**src/rtl/prng_pkg.sv**
```systemverilog
// prng_pkg
// Shared constants and types for the PRNG word path. word_t is the word
// type used by the LFSR blocks, the packer and the random-number consumers.
//   SAMPLE_W  - width of one PRNG sample
//   PACK      - samples per word
//   WORD_W    - packed word width
//   DEPTH     - word FIFO depth (power of two, >= 2)
//   RCT_LIMIT - identical consecutive samples that trip the health test
package prng_pkg;
    localparam int SAMPLE_W  = 8;
    localparam int PACK      = 4;
    localparam int WORD_W    = SAMPLE_W * PACK;
    localparam int DEPTH     = 4;
    localparam int RCT_LIMIT = 4;
    localparam int IDX_W     = $clog2(PACK);
    localparam int FILL_W    = $clog2(DEPTH) + 1;

    typedef logic [WORD_W-1:0]   word_t;
    typedef logic [SAMPLE_W-1:0] sample_t;
endpackage

```
**src/rtl/prng_word_packer_if.sv**
```systemverilog
// prng_word_packer_if
// Sample input, word stream and status signals of the word packer.
//   slave  - packer side (takes samples and ready, drives words and status)
//   master - environment side (drives samples and ready)
interface prng_word_packer_if;
    import prng_pkg::*;

    sample_t           sample_i;
    logic              sample_valid_i;
    word_t             word_o;
    logic              word_valid_o;
    logic              word_ready_i;
    logic [FILL_W-1:0] fill_o;
    logic [7:0]        drop_cnt_o;
    logic              health_fail_o;

    modport slave (
        input  sample_i, sample_valid_i, word_ready_i,
        output word_o, word_valid_o, fill_o, drop_cnt_o, health_fail_o
    );

    modport master (
        output sample_i, sample_valid_i, word_ready_i,
        input  word_o, word_valid_o, fill_o, drop_cnt_o, health_fail_o
    );
endinterface

```
**src/rtl/prng_sync_fifo.sv**
```systemverilog
// prng_sync_fifo
// Synchronous word FIFO with a registered head-of-queue output.
//   clk, rst_n - clock, synchronous active-low reset
//   i_push     - write i_wdata (accepted when not full, or full with a pop)
//   i_pop      - remove the head word (ignored when empty)
//   o_rdata    - registered head word
//   o_full, o_empty, o_count - occupancy
module prng_sync_fifo
    import prng_pkg::*;
#(
    parameter int DEPTH = prng_pkg::DEPTH
) (
    input  logic                     clk,
    input  logic                     rst_n,
    input  logic                     i_push,
    input  word_t                    i_wdata,
    input  logic                     i_pop,
    output word_t                    o_rdata,
    output logic                     o_full,
    output logic                     o_empty,
    output logic [$clog2(DEPTH):0]   o_count
);
    localparam int PTR_W = $clog2(DEPTH);
    localparam logic [PTR_W:0] FULL_CNT = (PTR_W+1)'(DEPTH);
    localparam logic [PTR_W:0] ONE_CNT  = (PTR_W+1)'(1);

    word_t            r_mem [DEPTH];
    logic [PTR_W-1:0] r_rd_ptr, r_wr_ptr;
    logic [PTR_W:0]   r_count;
    word_t            r_rdata;

    logic             w_full, w_empty, w_push, w_pop;
    logic [PTR_W-1:0] w_rd_nxt;

    assign w_full   = (r_count == FULL_CNT);
    assign w_empty  = (r_count == '0);
    assign w_pop    = i_pop && !w_empty;
    // A pop frees the slot the push lands in, so full-with-pop still accepts.
    assign w_push   = i_push && (!w_full || w_pop);
    assign w_rd_nxt = r_rd_ptr + 1'b1;

    always_ff @(posedge clk) begin
        if (w_push) r_mem[r_wr_ptr] <= i_wdata;
    end

    always_ff @(posedge clk) begin
        if (!rst_n) begin
            r_rd_ptr <= '0;
            r_wr_ptr <= '0;
            r_count  <= '0;
            r_rdata  <= '0;
        end else begin
            if (w_push) r_wr_ptr <= r_wr_ptr + 1'b1;
            if (w_pop)  r_rd_ptr <= w_rd_nxt;
            case ({w_push, w_pop})
                2'b10:   r_count <= r_count + 1'b1;
                2'b01:   r_count <= r_count - 1'b1;
                default: r_count <= r_count;
            endcase
            // Head register: after a pop the next stored word becomes head;
            // if the queue would otherwise be empty the incoming word does.
            if (w_pop && (r_count > ONE_CNT))
                r_rdata <= r_mem[w_rd_nxt];
            else if (w_push && (w_empty || w_pop))
                r_rdata <= i_wdata;
        end
    end

    assign o_rdata = r_rdata;
    assign o_full  = w_full;
    assign o_empty = w_empty;
    assign o_count = r_count;
endmodule

```
**src/rtl/prng_word_packer.sv**
```systemverilog
// prng_word_packer
// Packs consecutive valid PRNG bytes into 32-bit words (first byte in
// [7:0]), queues them in a small FIFO and offers them on a valid/ready
// stream. The source cannot stall, so a word completing into a full FIFO
// without a same-cycle pop is dropped and counted (saturating at 255).
// Optional repetition-count health test, compiled in with PRNG_HEALTH_EN:
// RCT_LIMIT identical samples in a row latch health_fail_o until reset.
//   clk, rst_n - clock, synchronous active-low reset
//   bus        - sample input, word stream, fill/drop/health status
module prng_word_packer
    import prng_pkg::*;
(
    input  logic                clk,
    input  logic                rst_n,
    prng_word_packer_if.slave   bus
);
    logic [IDX_W-1:0] r_idx;
    word_t            r_sr;
    logic [7:0]       r_drop;

    word_t            w_word, w_rdata;
    logic             w_accept, w_complete, w_push, w_pop, w_drop;
    logic             w_full, w_empty;
    logic             w_blocked, w_discard, w_fail;
    logic [FILL_W-1:0] w_count;

`ifdef PRNG_HEALTH_EN
    sample_t    r_prev;
    logic [7:0] r_rep;
    logic       r_fail;
    logic [7:0] w_rep_nxt;
    logic       w_trip;

    // rep==0 means no previous sample yet, so the first one starts a run.
    always_comb begin
        w_rep_nxt = 8'd1;
        if (r_rep != 8'd0 && bus.sample_i == r_prev)
            w_rep_nxt = (r_rep == 8'hFF) ? r_rep : r_rep + 8'd1;
    end

    assign w_trip = bus.sample_valid_i && !r_fail && (w_rep_nxt == 8'(RCT_LIMIT));

    always_ff @(posedge clk) begin
        if (!rst_n) begin
            r_prev <= '0;
            r_rep  <= '0;
            r_fail <= 1'b0;
        end else if (bus.sample_valid_i && !r_fail) begin
            r_prev <= bus.sample_i;
            r_rep  <= w_rep_nxt;
            if (w_trip) r_fail <= 1'b1;
        end
    end

    // The tripping sample is not packed and the partial word is thrown away;
    // afterwards nothing is packed, so the cleared partial stays cleared.
    assign w_blocked = r_fail || w_trip;
    assign w_discard = w_trip;
    assign w_fail    = r_fail;
`else
    assign w_blocked = 1'b0;
    assign w_discard = 1'b0;
    assign w_fail    = 1'b0;
`endif

    assign w_accept   = bus.sample_valid_i && !w_blocked;
    assign w_complete = w_accept && (r_idx == IDX_W'(PACK-1));

    always_comb begin
        w_word = r_sr;
        w_word[r_idx*SAMPLE_W +: SAMPLE_W] = bus.sample_i;
    end

    assign w_pop  = !w_empty && bus.word_ready_i;
    assign w_push = w_complete && (!w_full || w_pop);
    assign w_drop = w_complete && !w_push;

    always_ff @(posedge clk) begin
        if (!rst_n) begin
            r_idx  <= '0;
            r_sr   <= '0;
            r_drop <= '0;
        end else begin
            if (w_discard) begin
                r_idx <= '0;
                r_sr  <= '0;
            end else if (w_accept) begin
                if (w_complete) begin
                    r_idx <= '0;
                    r_sr  <= '0;
                end else begin
                    r_idx <= r_idx + 1'b1;
                    r_sr  <= w_word;
                end
            end
            if (w_drop && r_drop != 8'hFF) r_drop <= r_drop + 8'd1;
        end
    end

    prng_sync_fifo #(.DEPTH(DEPTH)) u_fifo (
        .clk     (clk),
        .rst_n   (rst_n),
        .i_push  (w_push),
        .i_wdata (w_word),
        .i_pop   (w_pop),
        .o_rdata (w_rdata),
        .o_full  (w_full),
        .o_empty (w_empty),
        .o_count (w_count)
    );

    assign bus.word_o        = w_rdata;
    assign bus.word_valid_o  = !w_empty;
    assign bus.fill_o        = w_count;
    assign bus.drop_cnt_o    = r_drop;
    assign bus.health_fail_o = w_fail;
endmodule
```
**src/flat_wrapper.sv**
```systemverilog
// flat-port wrapper written by rule: the top's interface ports become plain ports
module prng_word_packer_flat import prng_pkg::*;
  (clk, rst_n, bus_sample_i, bus_sample_valid_i, bus_word_ready_i, bus_word_o, bus_word_valid_o, bus_fill_o, bus_drop_cnt_o, bus_health_fail_o);
  prng_word_packer_if bus_i ();
  input  logic clk;
  input  logic rst_n;
  input wire logic [$bits(bus_i.sample_i)-1:0] bus_sample_i;
  input wire logic [$bits(bus_i.sample_valid_i)-1:0] bus_sample_valid_i;
  input wire logic [$bits(bus_i.word_ready_i)-1:0] bus_word_ready_i;
  output wire logic [$bits(bus_i.word_o)-1:0] bus_word_o;
  output wire logic [$bits(bus_i.word_valid_o)-1:0] bus_word_valid_o;
  output wire logic [$bits(bus_i.fill_o)-1:0] bus_fill_o;
  output wire logic [$bits(bus_i.drop_cnt_o)-1:0] bus_drop_cnt_o;
  output wire logic [$bits(bus_i.health_fail_o)-1:0] bus_health_fail_o;
  assign bus_i.sample_i = bus_sample_i;
  assign bus_i.sample_valid_i = bus_sample_valid_i;
  assign bus_i.word_ready_i = bus_word_ready_i;
  assign bus_word_o = bus_i.word_o;
  assign bus_word_valid_o = bus_i.word_valid_o;
  assign bus_fill_o = bus_i.fill_o;
  assign bus_drop_cnt_o = bus_i.drop_cnt_o;
  assign bus_health_fail_o = bus_i.health_fail_o;
  prng_word_packer u_core (.clk(clk), .rst_n(rst_n), .bus(bus_i));
endmodule
```
**config.mk**
```make
export PLATFORM = sky130hd
export DESIGN_NAME = prng_word_packer_flat
export DESIGN_NICKNAME = d
export VERILOG_FILES = /design/src/rtl/prng_pkg.sv /design/src/rtl/prng_word_packer_if.sv /design/src/rtl/prng_sync_fifo.sv /design/src/rtl/prng_word_packer.sv /design/src/flat_wrapper.sv
export SDC_FILE = /design/constraint.sdc
export NUM_CORES = 1
export LEC_CHECK = 0
export ABC_AREA = 1
export CAP_MARGIN = 30
export CORE_AREA = 2 2 141 143
export CTS_CLUSTER_SIZE = 16
export DETAILED_ROUTE_END_ITERATION = 7
export DIE_AREA = 0 0 143 145
export PLACE_DENSITY = 0.65
export RECOVER_POWER = 25
export SYNTH_ARGS = -nofsm -noshare
export SYNTH_HDL_FRONTEND = slang
export SYNTH_SLANG_ARGS = --single-unit
```
**constraint.sdc**
```tcl
create_clock -name clk -period 3.65 [get_ports clk]
set_input_delay 0.73 -clock clk [delete_from_list [all_inputs] [get_ports clk]]
set_output_delay 0.73 -clock clk [all_outputs]
set_load 0.01 [all_outputs]
```
Yosys cells after proc, flatten, opt, wreduce, memory -nomap -nowiden
Memories as Yosys holds them, arrays and structs flattened.
Cells that the tools add are included.

word-level totals
  bits in registers = 81
  latch bits = 0
  RAM bits = 128
  memory bits (read-only) = 0
  bits of input ports = 12
  output and inout port bits = 45
  word-level logic and storage cells = 49
  memories = 1

cells by class
  $add $sub $neg = 7
  multipliers = 0
  divide/modulo/power cells = 0
  $lt $le $gt $ge = 1
  eq/ne operators = 5
  shift operators = 2
  muxes and demuxes = 8
  bitwise logic cells = 0
  reduce and logical (&&, ||, !) cells = 18

memory list
  memory               words  width  read ports  clocked after memory_dff  write ports  line                  RTL
  u_core.u_fifo.r_mem  4      32     1           0                         1            prng_sync_fifo.sv:27  word_t r_mem [DEPTH];

operators by type and width
  cell                     count
  $mux 32                  3
  $neg 5->34               1
  $shift 8x34->32 const A  1
  $shiftx 8x34->32         1
  $bwmux 32                1
  $logic_and 1x1->1        9
  $add 8x1->8 const B      1
  $ne 8x8->1 const B       1
  $add 2x1->2 const B      3
  $pmux 3 s2               1
  $eq 2x2->1 const B       2
  $reduce_bool 2->1        2
  $add 3x1->3 const B      1
  $eq 3x3->1 const B       1
  $gt 3x1->1 const B       1
  $logic_not 1->1          3
  $logic_not 3->1          1
  $logic_or 1x1->1         3
  $sub 3x1->3 const B      1
  $eq 2x1->1 const B       1
  $mux 1                   2
  $mux 2                   1

Longest topological paths before layout
Gate-level depths: netlist of the first run.

  depth in word-level cells = 9
  mapped depth = 12
  mapped depth without buffers = 11

Hierarchy
Synthesis of the first run repeated with hierarchy kept, for this count alone.

unflattened totals
  cells, all modules = 1067
  area, all modules = 9532.9 µm²

modules (own cells, without submodules)
  module            times used  cells an instance  area an instance (µm²)  sequential area each (µm²)
  prng_sync_fifo    1           726                7115.6                  4624.4
  prng_word_packer  1           341                2417.3                  840.8

Worst setup path before layout of the first run
Ideal clock, no wire load.

  kind = input-to-reg
  start point = input bus_sample_valid_i
  end point = memory u_core.u_fifo.r_mem[0][0] (netlist bit) (enable)
  library setup time = 0.421 ns
  data arrival time = 2.526 ns
  data required time = 3.229 ns
  path slack = 0.703 ns
  stages = 4
  buffers on the path = 0
  cell sequence = nand2_1 -> clkinv_1 -> nand2_1 -> nor2_1

between the ends
  word-level cells in the longest chain between the ends = 5

ends and longest elaborated chain
  what                          line                    RTL
  start, declared               flat_wrapper.sv:8       input wire logic [$bits(bus_i.sample_valid_i)-1:0] bus_sample_valid_i;
  $logic_and 1x1->1             prng_word_packer.sv:67  assign w_complete = w_accept && (r_idx == IDX_W'(PACK-1));
  $logic_and 1x1->1             prng_word_packer.sv:75  assign w_push = w_complete && (!w_full || w_pop);
  $logic_and 1x1->1             prng_sync_fifo.sv:39    assign w_push = i_push && (!w_full || w_pop);
  $mux 1                        prng_sync_fifo.sv:43    if (w_push) r_mem[r_wr_ptr] <= i_wdata;
  $mux 1 (not written as such)  prng_sync_fifo.sv:43
  end, declared                 prng_sync_fifo.sv:27

Every way passes these cells.

==> metrics, run 1 <==
CP max-delay cell clkbuf_1; Die H roughly 150 microns; Via density 5.118; latest clock arrival within the worst-skew pair about 0.50 ns; final setup vio count 0; fin crit period roughly 3.0 ns; crit path DAT around 3.5 ns; Synth warnings 0; # clock sinks between 200 and 250; Top Family by Delay on Critical Path buffers and inverters; share of layout cells above drive strength 1 0.06173; fmax 0.3326 GHz; largest net degree at the start of global routing 45; Starting Density 0.4652; CTS Buffer Depth 3; Layout area overhead 16.85%; Detailed Routing Iterations Pass 1 5; pwr dens around 570 mW/mm^2; setup repair bufs after CTS 0; Crit Path Class in2reg; core area 0.01921 sq mm; row count 51; initial DRC count 424; hold buffers post-CTS 0; Antenna diodes 0; Nets 1,064; number of global-route vias before repair 6,383; failing checks max-capacitance violations, max-slew violations; clock slew at reported path FFs ~0.060 ns; Max stage delay on crit path around 1.4 ns; # IOs 57; most common cell in the netlist nand2_1; Seq/Total Area, Yosys 0.6117; relative slew slack -0.3028; CTS tree done; Seq. cell area 0.005465 sq mm; Final Hold Vio Count 0; prevailing post-synth register cell edfxtp_1; type of origin of the critical path input port; distinct cell type count after synthesis 28; Pleak 4.341 nW; largest family of logic cells by synthesized area simple AND/OR/NAND/NOR gates; Critical Path Fanout Max 44; Synth Cell Area 0.008935 sq mm; Slew Limit Fails 39; CTS Root Buffer Type clkbuf_16; CP bufs+invs 5; total gr overflow 0; Syn Nets 1,008; status finished, violations left; WP data required 4.10 ns; per-cell routed wire length 15.68 microns; number of remaining DRC errors 0; initial antenna violation count 0; Routed WL 20.67 mm; Synth Area in Compound Gates 0.05111; post-synthesis simple-gate area fraction 0.2544; Mapped Cells 981; ys async rst share 0; Fin Setup TNS 0 ns; fillers 1,760; Multi-input gate area roughly 0.0030 sq mm; GPL Wtd Cong between 0.8 and 0.9; Resized Gates After CTS 0; crit path cell chain clkdlybuf4s50_1, clkbuf_1, clkinv_1, buf_4, a21oi_1, o21ai_0, inv_1; post-synthesis mux area share 0; RSZ-0062 raised after global routing no; Worst VDD drop 0.0003294 V; synth top area cells edfxtp_1 43%, dfxtp_1 18%, nand2_1 16%; EDFF count, synth 128; post-synth top area share 0.4302; clk_skew approximately 0.0067 ns; commonest cells in the netlist 377 x nand2_1, 128 x edfxtp_1, 123 x nand3_1; Post-Syn Area per Cell ~9.1 sq um; #FFs+latches synth 209; Die ar. 0.02074 sq mm; Num CTS Buffers 23; Post-DP HPWL 12.82 mm; Critical Path Sink Type register; max-cap viol count 1; port bufs 55; worst-margin pin slew approximately 2.0 ns; die width 143 microns; total track usage 0.2017; Post-Synth XOR/XNOR Area 0.006862; vias 6,745; first-pass GRT wire length 33.32 mm; Hold Crit Class reg2reg; final setup margin 0.6430 ns; Post-DRT Antenna Nets 0; fin crit share 0.8238; area leader, netlist edfxtp_1; Setup WS pre-CTS about 0.75 ns; H-Tree Depth 1; Post-Synth Adder-Cell Area 0.02101
[logic make-up (layout without fill, tap and decap cells)]
family,Yosys count,after routing
AOI/OAI and AO/OA,84,84
xor gates and xnor gates,7,7
adders and majority gates,15,15
buffers and inverters,110,182
DFF,209,209
other,1,1
and+or+nand+nor,555,555
[report_power, final]
part	switching, mW	internal [mW]	total (mW)	leakage [nW]
Combinational	0.781	0.370	1.15	2.14
Sequential	0.0490	2.55	2.60	1.84
Clock	0.908	1.31	2.22	0.357
[worst min-delay path, delay by kind of cell (launching register included)]
kind	cells	cell delay (ns)
flip-flops	1	0.29
AND/OR/NAND/NOR	1	0.05
buffers and inverters	1	0.05
[flip-flops by register name (all words and copies together) (netlist names)]
name,cells
u_core.u_fifo.r_rd_ptr,2
u_core.u_fifo.r_mem,128
u_core.r_sr,32
u_core.r_idx,2
u_core.u_fifo.o_count,3
u_core.u_fifo.o_rdata,32
u_core.u_fifo.r_wr_ptr,2
u_core.bus.drop_cnt_o,8
[layout by cell type (no fill, tap or decap), types with 2 or more instances in the layout]
| cell type | Yosys | layout |
|---|---|---|
| a211oi_1 | 2 | 2 |
| a21oi_1 | 41 | 41 |
| a21oi_4 | 2 | 2 |
| buf_4 | 7 | 14 |
| bufinv_16 | 0 | 2 |
| clkbuf_1 | 10 | 6 |
| clkbuf_16 | 0 | 23 |
| clkdlybuf4s50_1 | 0 | 12 |
| clkinv_1 | 3 | 8 |
| clkinv_2 | 0 | 6 |
| dfxtp_1 | 81 | 81 |
| dlygate4sd3_1 | 0 | 43 |
| edfxtp_1 | 128 | 128 |
| ha_1 | 15 | 15 |
| inv_1 | 59 | 60 |
| inv_2 | 6 | 5 |
| nand2_1 | 377 | 377 |
| nand2_2 | 2 | 2 |
| nand3_1 | 123 | 124 |
| nor2_1 | 38 | 33 |
| nor2_2 | 2 | 6 |
| nor3_1 | 11 | 11 |
| o21ai_0 | 30 | 30 |
| o21ai_1 | 3 | 3 |
| o22ai_1 | 5 | 5 |
| xnor2_1 | 2 | 2 |
| xor2_1 | 5 | 5 |
[stage by stage]
step	hold WS [ns]	total power [mW]	util	cells	area (sq um)
floorplan	0.4185	3.448	-	981	8935
global placement	0.4303	3.812	0.5070	1277	9738
detailed placement	0.4292	3.824	0.5070	1277	9738
CTS	0.4379	6.035	0.5446	1318	10460
global route	0.4583	6.257	0.5435	1318	10440
finish	0.4360	5.967	0.5435	1318	10440
[layer usage]
metal | vias to the layer above | wire length (microns) | GRT usage | share of wire
li1 | 3341 | - | - | -
met1 | 3154 | 9342 | 0.2868 | 0.45
met2 | 214 | 9594 | 0.3261 | 0.46
met3 | 36 | 1381 | 0.02838 | 0.067
met4 | 0 | 351 | 0.05099 | 0.017
met5 | - | 0 | 0 | 0
[path summary, 6_finish.rpt]
kind / start / endpoint / slack, ns / cells after the start
setup / recovery: rst_n / u_core.u_fifo.o_count[1] / 0.64 / 7
hold / removal: u_core.r_sr[29] / u_core.r_sr[29] / 0.44 / 2
setup reg to reg: u_core.r_idx[0] / u_core.u_fifo.o_count[2] / 0.87 / 9
hold reg to reg: u_core.r_sr[29] / u_core.r_sr[29] / 0.44 / 2
[area by class of cell]
type	instances	area share
Sequential cell	209	0.5235
Multi-Input combinational cell	662	0.2869
Timing Repair Buffer	73	0.06424
Clock buffer	26	0.05717
Tap cell	265	0.03176
Inverter	68	0.02445
Clock inverter	15	0.01198
Power figures use the tool's default switching activity.
==> run 2: changes to the inputs <==
- PLACE_DENSITY: 0.65 -> 0.68
- clock period: 3.65 -> 2.5 ns (I/O delays scaled with it)
==> run 2 against run 1 <==
Effect of this change:
- the flow now finishes without violations
- power rose by 44%
- sequential share of layout area fell by 0.99 points
- critical path depth fell by 3
- non-clock buffer count is 32 higher
- final area grew 1.9%
- utilization grew 1.1 points
- global-route usage rose by 0.13 points
- combinational power is 55% higher
- sequential power up 46%
- clock power is 37% higher
- first-iteration DRC count up 34%
- via count increased by 3.0%
==> metrics, run 2 (synthesis results as in run 1) <==
H-Tree Depth 1 (unchanged); die width 143 microns (unchanged); Slew Limit Fails 0 (-100%); relative slew slack 0.3862 (+0.6890); Max stage delay on crit path 0.54 ns (-0.84 ns); initial DRC count 567 (+34%); Die ar. 0.02074 sq mm (unchanged); WP data required 2.00 ns (-2.10 ns); Hold Path Origin u_core.r_sr[29]; number of remaining DRC errors 0 (unchanged); type of origin of the critical path register; Setup crit start u_core.u_fifo.o_count[1]; Layout area overhead 19.11%; Critical Path Sink Type output pin; GPL Wtd Cong 0.8076 (-2.8%); core area 0.01921 sq mm (unchanged); Post-DP HPWL 13.18 mm (+2.9%); Num CTS Buffers 22 (-4.3%); Critical R2R Launch u_core.r_idx[0]; switching portion of total power 0.2881 (-0.003100); hold buffers post-CTS 0 (unchanged); Detailed Routing Iterations Pass 1 5 (unchanged); Starting Density 0.4652 (unchanged); clk_skew 0.009410 ns (+0.002686 ns); Hold Slack 0.4395 ns (+0.003462 ns); total power 8.613 mW (+44%); RSZ-0062 raised after global routing no; per-cell routed wire length 15.44 microns (-1.5%); vias 6,945 (+3.0%); # IOs 57 (unchanged); share of layout cells above drive strength 1 0.06925 (+0.007524); Sw Pwr 2.482 mW (+43%); Biggest register u_core.u_fifo.r_mem; latest clock arrival within the worst-skew pair 0.50 ns (about the same); Clk pwr share 0.353 (-0.019); Post-DRT Antenna Nets 0 (unchanged); Routed WL 20.82 mm (+0.71%); Hold Crit Class reg2reg; largest net degree at the start of global routing 56 (+24%); first-pass GRT wire length 33.44 mm (+0.37%); max-cap viol count 0 (-1); Die H 145 microns (unchanged); Final Hold Vio Count 0 (unchanged); Crit Path Class reg2out; Pint 6.131 mW (+45%); Resized Gates After CTS 0 (unchanged); Nets 1,095 (+2.9%); status finished, final reports clean; CP bufs+invs 2 (-3); setup repair bufs after CTS 0 (unchanged); # clock sinks 209 (unchanged); final setup vio count 0 (unchanged); Fin Setup TNS 0 ns (unchanged); port bufs 55 (unchanged); number of global-route vias before repair 6,474 (+1.4%); crit path cell chain inv_1, ha_1, nand2_2, clkdlybuf4s50_1; total gr overflow 0 (unchanged); Via density 5.152 (+0.67%); fmax 0.4148 GHz; initial antenna violation count 0 (unchanged); Antenna diodes 0 (unchanged); row count 51 (unchanged); worst-margin pin slew 0.9111 ns (-1.043 ns); CTS Buffer Depth 3 (unchanged); CTS Root Buffer Type clkbuf_16; Pleak 4.282 nW (-1.3%); commonest non-fill, non-tap cells in the layout 377 x nand2_1, 128 x edfxtp_1, 124 x nand3_1; crit path DAT 1.91 ns (-1.54 ns); total track usage 0.2030 (+0.001309); clock slew at reported path FFs 0.06 ns (about the same); Worst VDD drop 0.0005463 V (+66%); fin crit share 0.9643; max reg flops 128 (unchanged); commonest non-fill, non-tap cell in the layout nand2_1; pwr dens 809.3 mW/mm^2 (+42%); CTS tree done; sequential cell fraction of total power 0.440 (+0.005); fin crit period 2.411 ns; CP max-delay cell clkdlybuf4s50_1; Critical Path Fanout Max 4 (-91%); Top Family by Delay on Critical Path buffers and inverters; logic gate share of total power 0.207 (+0.014)
[run 2: metrics by stage]
stage | worst slack [ns] | cell area, sq um | utilization | std cells
after global routing | 0.004891 | 10640 | 0.5541 | 1348
after floorplan | -0.3680 | 8935 | - | 981
final | 0.08933 | 10640 | 0.5541 | 1348
after global placement | 0.2513 | 10060 | 0.5238 | 1309
after CTS | 0.001408 | 10730 | 0.5585 | 1348
after detailed placement | 0.2439 | 10060 | 0.5238 | 1309
[run 2: area by class of cell]
type | count | area [sq um]
clock buffers | 31 | 605.6
clock inverters | 8 | 60.06
well taps | 265 | 331.6
flip-flops and latches | 209 | 5466
multi-input cells | 662 | 2988
repair buffers | 105 | 935.9
inverters | 68 | 255.2
fillers | 1730 | 8564
[run 2: power groups by stage]
stage	Sequential [mW]	Clock, mW	Combinational (mW)
5_1_grt	3.80	3.22	2.00
3_5_place_dp	3.86	0	1.80
6_report	3.79	3.04	1.78
3_3_place_gp	3.86	0	1.78
4_1_cts	3.79	3.08	1.80
2_1_floorplan	3.87	0	1.17
[run 2: tightest hold or removal path: cells and delay by family, from the launching register on]
| kind | cells | cell delay, ns |
|---|---|---|
| DFF | 1 | 0.30 |
| and+or+nand+nor | 1 | 0.05 |
| buffers and inverters | 1 | 0.05 |
[run 2: worst paths after layout]
kind,end,slack [ns],cells past startpoint
max reg2reg,u_core.u_fifo.r_mem[1][27],0.18,8
min,u_core.r_sr[29],0.44,2
min reg2reg,u_core.r_sr[29],0.44,2
max,bus_word_valid_o,0.09,4
[run 2: per-layer routing]
layer  vias to the layer above  track usage  part of all wire
met1                      3273       0.2926              0.45
met3                        29      0.02838             0.072
met5                         -            0                 0
met4                         0      0.06238             0.019
li1                       3406            -                 -
met2                       237       0.3187              0.46
